## src/rtl/cu_seq.sv

```systemverilog
// Multi-cycle control-unit sequencer: accepts one opcode at a time, steps it through
// DECODE/EXEC/(MEM)/WB and drives datapath controls as a Moore function of state and op_q.
module cu_seq #(
  parameter int OP_W      = 6,
  parameter int ALU_SEL_W = 4,
  parameter int SRC_SEL_W = 3
) (
  input  logic                 clk,
  input  logic                 rst,
  input  logic [OP_W-1:0]      opcode,
  input  logic                 instr_valid,
  output logic                 instr_ready,
  output logic                 mem_req,
  input  logic                 mem_ack,
  output logic                 alu_c_in,
  output logic                 alu_enable,
  output logic                 reg_read_a,
  output logic                 reg_read_b,
  output logic                 reg_write,
  output logic                 reg_reset,
  output logic                 mem_we,
  output logic [1:0]           inst_type,
  output logic [SRC_SEL_W-1:0] src_sel,
  output logic [ALU_SEL_W-1:0] alu_sel,
  output logic                 pc_inc,
  output logic                 illegal,
  output logic                 halted,
  output logic                 busy
);

  typedef enum logic [2:0] {
    S_IDLE, S_DECODE, S_EXEC, S_MEM, S_WB, S_HALT
  } state_t;

  state_t          state_q, state_d;
  logic [OP_W-1:0] op_q, op_d;

  // Decoded fields of the latched opcode
  logic [7:0] op8;
  logic [3:0] dec_alu;
  logic [2:0] dec_src;
  logic [1:0] dec_type;
  logic       r_type, dec_ra, dec_rb, dec_wr, dec_aen;
  logic       dec_mem, dec_store, dec_halt, dec_rst, dec_ill;

  always_ff @(posedge clk or posedge rst) begin
    if (rst) begin
      state_q <= S_IDLE;
      op_q    <= '0;
    end else begin
      state_q <= state_d;
      op_q    <= op_d;
    end
  end

  // Zero-extend so that any set bit above bit 5 falls through to the illegal default
  assign op8 = 8'(op_q);

  always_comb begin
    dec_alu   = 4'b0000;
    dec_src   = 3'b000;
    dec_type  = 2'b00;
    r_type    = 1'b0;
    dec_ra    = 1'b0;
    dec_rb    = 1'b0;
    dec_wr    = 1'b0;
    dec_aen   = 1'b0;
    dec_mem   = 1'b0;
    dec_store = 1'b0;
    dec_halt  = 1'b0;
    dec_rst   = 1'b0;
    dec_ill   = 1'b0;
    case (op8)
      8'h00: ;
      8'h01: begin r_type = 1'b1; dec_alu = 4'b0000; end
      8'h02: begin r_type = 1'b1; dec_alu = 4'b0001; end
      8'h03: begin r_type = 1'b1; dec_alu = 4'b0010; end
      8'h04: begin r_type = 1'b1; dec_alu = 4'b0011; end
      8'h05: begin r_type = 1'b1; dec_alu = 4'b0100; end
      8'h06: begin r_type = 1'b1; dec_alu = 4'b0101; end
      8'h07: begin r_type = 1'b1; dec_alu = 4'b0110; end
      8'h08: begin r_type = 1'b1; dec_alu = 4'b0111; end
      8'h09: begin r_type = 1'b1; dec_alu = 4'b1100; end
      8'h0A: begin r_type = 1'b1; dec_alu = 4'b1001; end
      8'h0B: begin r_type = 1'b1; dec_alu = 4'b1000; end
      8'h0C: begin r_type = 1'b1; dec_alu = 4'b1010; end
      8'h0D: begin r_type = 1'b1; dec_alu = 4'b1011; end
      8'h0E: begin
        dec_alu = 4'b0010; dec_src = 3'b001; dec_type = 2'b10;
        dec_wr  = 1'b1;    dec_aen = 1'b1;
      end
      8'h0F: begin
        dec_src = 3'b001; dec_type = 2'b10;
        dec_ra  = 1'b1;   dec_wr   = 1'b1; dec_aen = 1'b1;
      end
      8'h10: begin
        dec_src = 3'b010; dec_type = 2'b11; dec_ra  = 1'b1;
        dec_wr  = 1'b1;   dec_aen  = 1'b1;  dec_mem = 1'b1;
      end
      8'h11: begin
        dec_src = 3'b010; dec_type = 2'b11; dec_ra    = 1'b1; dec_rb = 1'b1;
        dec_aen = 1'b1;   dec_mem  = 1'b1;  dec_store = 1'b1;
      end
      8'h12: dec_halt = 1'b1;
      8'h13: dec_rst  = 1'b1;
      default: dec_ill = 1'b1;
    endcase
    if (r_type) begin
      dec_type = 2'b01;
      dec_ra   = 1'b1;
      dec_rb   = (op8 != 8'h09);  // INV has a single source operand
      dec_wr   = 1'b1;
      dec_aen  = 1'b1;
    end
  end

  always_comb begin
    state_d = state_q;
    op_d    = op_q;
    case (state_q)
      S_IDLE: begin
        if (instr_valid) begin
          op_d    = opcode;
          state_d = S_DECODE;
        end
      end
      S_DECODE: state_d = S_EXEC;
      S_EXEC: begin
        if (dec_mem)       state_d = S_MEM;
        else if (dec_halt) state_d = S_HALT;
        else               state_d = S_WB;
      end
      S_MEM:  if (mem_ack) state_d = S_WB;
      S_WB:   state_d = S_IDLE;
      S_HALT: state_d = S_HALT;
      default: state_d = S_IDLE;
    endcase
  end

  always_comb begin
    instr_ready = 1'b0;
    mem_req     = 1'b0;
    mem_we      = 1'b0;
    alu_c_in    = 1'b0;
    alu_enable  = 1'b0;
    reg_read_a  = 1'b0;
    reg_read_b  = 1'b0;
    reg_write   = 1'b0;
    reg_reset   = 1'b0;
    pc_inc      = 1'b0;
    illegal     = 1'b0;
    halted      = 1'b0;
    busy        = 1'b0;
    inst_type   = 2'b00;
    src_sel     = '0;
    alu_sel     = '0;
    case (state_q)
      S_IDLE: instr_ready = 1'b1;
      S_HALT: halted      = 1'b1;
      S_DECODE, S_EXEC, S_MEM, S_WB: begin
        // Decoded selects and register reads stay stable for the whole instruction
        busy       = 1'b1;
        inst_type  = dec_type;
        src_sel    = SRC_SEL_W'(dec_src);
        alu_sel    = ALU_SEL_W'(dec_alu);
        reg_read_a = dec_ra;
        reg_read_b = dec_rb;
        case (state_q)
          S_DECODE: illegal = dec_ill;
          S_EXEC:   alu_enable = dec_aen;
          S_MEM: begin
            mem_req    = 1'b1;
            mem_we     = dec_store;
            alu_enable = 1'b1;
          end
          default: begin
            reg_write = dec_wr;
            reg_reset = dec_rst;
            pc_inc    = 1'b1;
          end
        endcase
      end
      default: ;
    endcase
  end

endmodule

```

## config.mk

```make
export PLATFORM = sky130hd
export DESIGN_NAME = cu_seq
export DESIGN_NICKNAME = d
export VERILOG_FILES = /design/src/rtl/cu_seq.sv
export SDC_FILE = /design/constraint.sdc
export NUM_CORES = 1
export LEC_CHECK = 0
export CAP_MARGIN = 20
export CORE_UTILIZATION = 48
export DETAILED_ROUTE_END_ITERATION = 16
export GPL_TIMING_DRIVEN = 0
export HOLD_SLACK_MARGIN = 0.05
export PLACE_DENSITY = 0.91
export SYNTH_ARGS = -nofsm -noshare
export SYNTH_HDL_FRONTEND = slang
export SYNTH_SLANG_ARGS = --single-unit
```

## constraint.sdc

```tcl
create_clock -name clk -period 4.04 [get_ports clk]
set_input_delay 0.808 -clock clk [delete_from_list [all_inputs] [get_ports clk]]
set_output_delay 0.808 -clock clk [all_outputs]
set_load 0.005 [all_outputs]
```

* After elaboration in Yosys (flattened, before gate mapping)
Index checks and enable logic that the tools add are counted.
** Word-level totals
- Output and inout bits :: 22
- Bits of input ports :: 10
- ROM bits :: 0
- RAM bits :: 0
- Memories kept :: 0
- Bits in registers :: 9
- Latch bits :: 0
- Word-level logic and storage cells :: 87
** Operators by class
- Muxes and demuxes :: 44
- Multipliers :: 0
- Shift operators :: 0
- Order comparisons :: 0
- Add/sub/neg operators :: 0
- Equal/unequal tests :: 27
- Div/mod/pow operators :: 0
- Bitwise operators :: 0
- Reduce and logical (&&, ||, !) cells :: 14
** Operators by type and width (count)
- $eq A6 B4 Y1 const B :: 8
- $pmux W4 S12 :: 1
- $mux W1 :: 32
- $eq A6 B3 Y1 const B :: 4
- $eq A6 B5 Y1 const B :: 4
- $reduce_or A20 Y1 :: 1
- $pmux W3 S5 :: 1
- $reduce_or A13 Y1 :: 1
- $eq A6 B2 Y1 const B :: 2
- $mux W3 :: 3
- $reduce_or A3 Y1 :: 3
- $logic_not A8 Y1 :: 1
- $pmux W2 S2 :: 2
- $reduce_or A4 Y1 :: 2
- $eq A3 B2 Y1 const B :: 2
- $eq A3 B3 Y1 const B :: 2
- $eq A6 B1 Y1 const B :: 1
- $mux W2 :: 3
- $ne A6 B4 Y1 const B :: 1
- $reduce_or A2 Y1 :: 3
- $mux W4 :: 1
- $ne A2 B2 Y1 const B :: 2
- $reduce_and A2 Y1 :: 2
- $eq A3 B1 Y1 const B :: 1
- other kinds (2) :: 2

* Depth between registers and ports, before layout
Gate-level depths: netlist of run 1.
- Depth after elaboration :: 6
- Gate-level depth with buffers :: 5
- Gate-level depth less buffers :: 4

* Least setup slack after synthesis of run 1
OpenSTA, ideal clock, no wires.
- Path kind :: register -> output
- Start point :: reg state_q[0]
- End point :: out alu_sel[1]
- Data arrival time :: 1.317 ns
- Buffers on the path :: 1
- Required time :: 3.232 ns
- Stages on the path, launching flop included :: 5
- Path slack :: 1.915 ns
- Cells stage by stage :: dfrtp_1 buf_6 o21a_4 or3_4 a311oi_2
** Between the ends
- Word-level cells in the longest chain between the ends :: 3
- Elaborated cells between the ends (all ways) :: 6
- Classes of those cells :: eq/ne (4); mux (1); reduce/logical (1)
** RTL lines
- start: declaration :: line 35 : state_t state_q, state_d;
- start signal: assignment :: line 51 : state_q <= state_d;
- $eq A3 B2 Y1, or another cell as far along :: line 157 : case (state_q)
- $reduce_or A4 Y1 (*) :: line 157
- $mux W4 (*) :: line 157
- end: declaration :: line 24 : output logic [ALU_SEL_W-1:0] alu_sel,
Every way passes the cells marked *; elsewhere a longest branch is shown, timed or not.

* Worst setup path after layout of run 1
- Start point :: reg op_q[1]
- End point :: out reg_reset
** Between the ends
- Word-level cells in the longest chain between the ends :: 4
** RTL lines
- start: declaration :: line 36 : logic [OP_W-1:0] op_q, op_d;
- start signal: assignment :: line 52 : op_q <= op_d;
- $eq A6 B5 Y1 :: line 73 : case (op8)
- $mux W1 :: line 73
- $mux W1 :: line 168 : case (state_q)
- $mux W1 :: line 157
- end: declaration :: line 20 : output logic reg_reset,
No other way between the ends.

==> flow_summary.yaml, run 1 <==
route:
  dr_total_vias: 930
  ant_nets: 0
  viasPerCell: 5.60
  drt_iter0_markers: 29
  wl_mm: 2.19
  drc: 0
  firstDrtPassIters: 4
  wl_per_cell_um: 13.2
worst_setup_path:
  slowest_delay_ns: 0.55
  crit_end: "reg_reset"
  reg2regPathDepth: 5
  critPathCaptureType: "output pin"
  r2r-end: "op_q[1]$_DFFE_PP0P_"
  timing.critical_path.from: "op_q[1]$_DFFE_PP0P_"
  slowest_stage: "clkdlybuf4s50_1"
  start_kind: "flop"
  crit_chain: "buf_2, clkbuf_1, nand2_1, nor4_1, clkdlybuf4s50_1"
  rrSetupSlack_ns: 2.44
  cp.required_ns: 3.23
  worstReg2RegStart: "state_q[0]$_DFFE_PP0P_"
  arrival_ns: 2.18
  crit_type: "reg -> out"
  cp_max_fo: 10
logic_synthesis:
  yosys_warnings: 0
  synth-seq-area-share_pct: 24.2
  yosys-top-cells-area: "dfrtp_1, mux2_4, nor2_1"
  ys_ff_latch: 9
  ys.flop_type: "dfrtp_1"
  synth.distinct_cells: 47
  synth_edf_count: 0
  synthArstFlopShare_pct: 100
  synthesis.area_sq_um: 932
  avgSynthCellArea_sq_um: 8.71
  synth_top_area_cell: "dfrtp_1"
  synth_top_area_share_pct: 24.2
  syn_inst: 107
power_and_ir_drop:
  p_sw_mw: 0.429
  design_power_total_mw: 0.968
  leakage_nw: 0.521
  max-vdd-ir-drop_mv: 0.410
  p_clk_share_pct: 7.4
  powerDensity_mw_per_mm2: 754
  power_frac_seq_pct: 17.7
  switching_share_pct: 44.3
  p_int_mw: 0.539
  pwr-share-comb_pct: 74.9
finish:
  fillers: 144
  multi_input_comb_area_sq_um: 597
  register_area_sq_um: 225
  antenna_cells: 0
  area_growth_pct: 37.7
  nets: 152
  final_common_cell: "clkdlybuf4s50_1"
  mostFrequentLayoutCells: "clkdlybuf4s50_1, nor2_1, dfrtp_1, inv_1, nand2_1"
  fin_area_sq_mm: 0.00128
  drive_gt1_share_pct: 20.6
place:
  postPlaceCellArea_sq_mm: 0.00126
  port_buffers: 29
  place_congestion: 0.800
  hpwl_mm: 1.63
  dp_worst_setup_slack_ns: 1.36
die:
  dieWidth_um: 46.1
  core_sq_mm: 0.00176
  initial_utilization_pct: 52.8
  die_area_sq_mm: 0.00212
  die_h_um: 46.1
  rows: 15
  ios: 32
sta:
  fmaxAchievable_mhz: 335
  holdWs_ns: 0.686
  grt_setup_unrepaired: "no"
  finalHoldViolCount: 0
  fin_skew_ns: 0.00126
  slew_violations: 0
  timing.final.crit_period_ns: 2.98
  fin_tns_setup_ns: 0
  finalWorstSetupSlack_ns: 1.06
  timing.final.crit_share_pct: 73.8
  setup_viol: 0
clocking:
  post_cts_resized: 0
  cts_tree: "yes"
  post_cts_buffers: 0
  cts_buffers: 3
  clock_path_buffers: 2
  cts_sinks: 9
  hold_buffers: 0
  cts.clk_slew.worst_paths_ns: 0.06
  cts-root-buf: "clkbuf_4"
  clkLatencyLatePin_ns: 0.27
  cts_max_level: 1
global_routing:
  grt_first_pass_wirelength_mm: 3.51
  antenna_found_initial: 0
  grtUsageTotal_pct: 23.3
  first_global_vias: 799
  grt_max_degree: 11
  gr-total-overflow: 0
status:
  outcome: "complete, no violations"
min_path:
  min_path_type: "reg -> reg"
run:
  drv_cap: 0
==> logic make-up after synthesis <==
family | count (synthesis) | synth area share, %
buffers and inverters | 20 | 12.2
AO/OA/AOI/OAI | 27 | 22.7
multiplexers | 6 | 9.66
other | 1 | 0.402
flip-flops | 9 | 24.2
AND/OR/NAND/NOR | 44 | 30.9
==> stage by stage <==
| step | instances | util (%) |
|---|---|---|
| after CTS | 166 | 72.8 |
| final | 166 | 72.8 |
| after floorplan | 108 | - |
| after global placement | 162 | 71.3 |
| after global routing | 166 | 72.8 |
| after detailed placement | 162 | 71.3 |
==> registers in the layout, summed over array words and instances (netlist names) <==
name,count
op_q,6
state_q,3
==> worst min-delay path by stage <==
stage	from	endpoint	slack [ns]	cells after the start
final	state_q[1]$_DFFE_PP0P_	state_q[0]$_DFFE_PP0P_	0.69	3
after global routing	state_q[1]$_DFFE_PP0P_	state_q[0]$_DFFE_PP0P_	0.71	3
after CTS	state_q[1]$_DFFE_PP0P_	state_q[0]$_DFFE_PP0P_	0.69	3
after detailed placement	state_q[1]$_DFFE_PP0P_	state_q[0]$_DFFE_PP0P_	0.68	3
after global placement	state_q[1]$_DFFE_PP0P_	state_q[0]$_DFFE_PP0P_	0.68	3
after floorplan	state_q[0]$_DFFE_PP0P_	state_q[2]$_DFFE_PP0P_	0.63	3
==> power by group through the flow <==
stage | logic [mW] | registers (mW) | clock network [mW]
detailed placement | 0.717 | 0.172 | 0
global placement | 0.700 | 0.168 | 0
floorplan | 0.500 | 0.163 | 0
global route | 0.795 | 0.176 | 0.0776
CTS | 0.723 | 0.170 | 0.0733
finish | 0.725 | 0.171 | 0.0717
==> Yosys cell counts (2+ instances only) <==
master and instances:
nor3_1 3, buf_2 4, inv_1 7, nor2b_1 3, clkbuf_1 4, a21boi_0 2
dfrtp_1 9, nor2_1 9, nor4_1 2, or2b_1 2, buf_6 2, o21ai_0 6
mux2_4 6, buf_4 2, nand2_1 7, a21oi_1 5, nor3_4 2, a2111oi_2 2
a21o_1 2
==> cell type report <==
class	count	share of cell area (%)
clock buffers	4	2.05
well taps	25	2.44
plain buffers	13	6.82
inverters	7	2.05
flip-flops and latches	9	17.5
multi-input cells	79	46.5
repair buffers	29	22.6
==> worst max-delay path, delay by kind of cell, from the launching register on <==
kind / cells / cell delay, ns
buf+inv: 3 / 1.15
flops: 1 / 0.33
simple gates: 2 / 0.42
==> metal layers <==
layer / track usage (%) / share of wire, %
met5: 0 / 0
met1: 32.6 / 44
met3: 1.18 / 3.8
met2: 36.1 / 50
met4: 12.4 / 1.6
Power figures use the tool's default switching activity.
==> run 2, diff against run 1 <==
--- a/config.mk
+++ b/config.mk
@@ -6,11 +6,11 @@
 export NUM_CORES = 1
 export LEC_CHECK = 0
 export CAP_MARGIN = 20
-export CORE_UTILIZATION = 48
+export CORE_UTILIZATION = 40
 export DETAILED_ROUTE_END_ITERATION = 16
 export GPL_TIMING_DRIVEN = 0
 export HOLD_SLACK_MARGIN = 0.05
-export PLACE_DENSITY = 0.91
+export PLACE_DENSITY = 0.82
 export SYNTH_ARGS = -nofsm -noshare
 export SYNTH_HDL_FRONTEND = slang
 export SYNTH_SLANG_ARGS = --single-unit
==> constraint.sdc (replaced) <==
create_clock -name clk -period 2.42 [get_ports clk]
set_input_delay 0.484 -clock clk [delete_from_list [all_inputs] [get_ports clk]]
set_output_delay 0.484 -clock clk [all_outputs]
set_load 0.005 [all_outputs]
==> flow_summary.yaml, run 2 (synthesized netlist as in run 1, its figures left out) <==
status:
  outcome: "complete, no violations"
min_path:
  min_path_type: "in -> async"
route:
  viasPerCell: 5.29
  wl_per_cell_um: 14.5
  drt_iter0_markers: 36
  drc: 0
  dr_total_vias: 962
  ant_nets: 0
  firstDrtPassIters: 4
  wl_mm: 2.63
global_routing:
  gr-total-overflow: 0
  grtUsageTotal_pct: 20.6
  first_global_vias: 947
  grt_max_degree: 11
  grt_first_pass_wirelength_mm: 4.01
  antenna_found_initial: 0
die:
  initial_utilization_pct: 42.1
  die_h_um: 50.3
  dieWidth_um: 50.3
  ios: 32
  core_sq_mm: 0.00221
  die_area_sq_mm: 0.00253
  rows: 17
worst_setup_path:
  cp.required_ns: 1.94
  start_kind: "flop"
  critPathCaptureType: "output pin"
  worstReg2RegStart: "state_q[1]$_DFFE_PP0P_"
  cp_max_fo: 9
  slowest_delay_ns: 0.39
  arrival_ns: 1.90
  crit_chain: "buf_6, o21a_4, or3_4, a311oi_2, dlygate4sd2_1"
  path_buf_inv: 2
  cp_top_family: "compound AO/OA/AOI/OAI gates"
  crit_type: "reg -> out"
  slowest_stage: "dfrtp_1"
  timing.critical_path.from: "state_q[1]$_DFFE_PP0P_"
finish:
  area_growth_pct: 60.3
  postLayoutCoreUtil_pct: 67.5
  final_common_cell: "buf_4"
  reg.largest.list: "op_q: 6 flops, state_q: 3 flops"
  nets: 165
  antenna_cells: 0
  largest_reg_flops: 6
  mostFrequentLayoutCells: "buf_4, clkdlybuf4s50_1, dlygate4sd2_1"
  fillers: 174
  drive_gt1_share_pct: 39.0
  top_register: "op_q"
  fin_area_sq_mm: 0.00149
clocking:
  cts_sinks: 9
  cts.clk_slew.worst_paths_ns: 0.06
  cts_buffers: 3
  hold_buffers: 0
  clock_path_buffers: 2
  cts_tree: "yes"
  clkLatencyLatePin_ns: 0.26
  cts-root-buf: "clkbuf_4"
  cts_max_level: 1
sta:
  timing.final.crit_period_ns: 2.38
  fin_skew_ns: 0.00220
  setup_viol: 0
  fmaxAchievable_mhz: 420
  slew_violations: 0
  timing.final.crit_share_pct: 98.5
  finalHoldViolCount: 0
power_and_ir_drop:
  max-vdd-ir-drop_mv: 0.911
  powerDensity_mw_per_mm2: 1310
  pwr-share-comb_pct: 77.8
  p_int_mw: 1.11
  leakage_nw: 0.727
  p_sw_mw: 0.858
  power_frac_seq_pct: 16.3
  p_clk_share_pct: 5.8
  switching_share_pct: 43.7
run:
  drv_cap: 0
place:
  port_buffers: 29
  hpwl_mm: 1.73
  place_congestion: 0.853
  postPlaceCellArea_sq_mm: 0.00126
==> run 2: changes by cell type in the layout (fill, tap and decap cells not counted), moves of 4 or more <==
cell,previous run,this run
clkdlybuf4s50_1,29,15
buf_4,2,18
dlymetal6s2s_1,0,4
dfrtp_1,9,5
dlygate4sd2_1,0,8
dfrtp_2,0,4
clkbuf_1,5,1
==> run 2: metal layers <==
metal	vias up	track usage (%)	share of wire, %
met5	-	0	0
met4	0	8.57	0
met3	0	2.12	3.2
met2	28	39.6	54
met1	456	22.4	43
li1	478	-	-
==> run 2: what timing repair did <==
action / CTS / global route
pin swaps: 3 / 3
setup endpoints to repair: 14 / 5
gates resized for setup: 31 / 15
setup buffers: 5 / 11
==> run 2: power groups by stage <==
stage | registers (mW) | logic [mW] | clock network (mW)
after floorplan | 0.272 | 0.835 | 0
after global placement | 0.280 | 1.18 | 0
after detailed placement | 0.283 | 1.21 | 0
after CTS | 0.328 | 1.31 | 0.116
after global routing | 0.329 | 1.63 | 0.126
final | 0.321 | 1.53 | 0.115
==> run 2: final timing paths <==
| kind | to | slack [ns] | depth (start not counted) |
|---|---|---|---|
| max | alu_sel[1] | 0.04 | 5 |
| min | state_q[1]$_DFFE_PP0P_ | 0.48 | 2 |
| max reg2reg | op_q[2]$_DFFE_PP0P_ | 0.64 | 6 |
| min reg2reg | op_q[5]$_DFFE_PP0P_ | 0.70 | 2 |
| max in group asynchronous | op_q[2]$_DFFE_PP0P_ | 1.67 | 2 |
| min in group clk | op_q[5]$_DFFE_PP0P_ | 0.70 | 2 |
==> run 2: cell type report <==
cell class | instances | area [sq um] | share of cell area, %
clock buffers | 4 | 26.3 | 1.76
inverters | 7 | 26.3 | 1.76
flip-flops and latches | 9 | 230 | 15.4
plain buffers | 10 | 86.3 | 5.78
repair buffers | 45 | 418 | 28.0
well taps | 28 | 35.0 | 2.35
multi-input cells | 79 | 672 | 45.0
==> run 2: through the flow <==
step | std cells | total power [mW] | hold slack (ns) | setup TNS (ns) | worst slack, ns
after detailed placement | 165 | 1.49 | 0.682 | -0.00500 | -0.00500
after floorplan | 108 | 1.11 | 0.312 | 0 | 0.619
after CTS | 172 | 1.75 | 0.492 | -0.00128 | -0.00128
after global placement | 165 | 1.46 | 0.678 | 0 | 0.0778
final | 182 | 1.96 | 0.480 | 0 | 0.0366
after global routing | 182 | 2.09 | 0.530 | -0.0156 | -0.0134
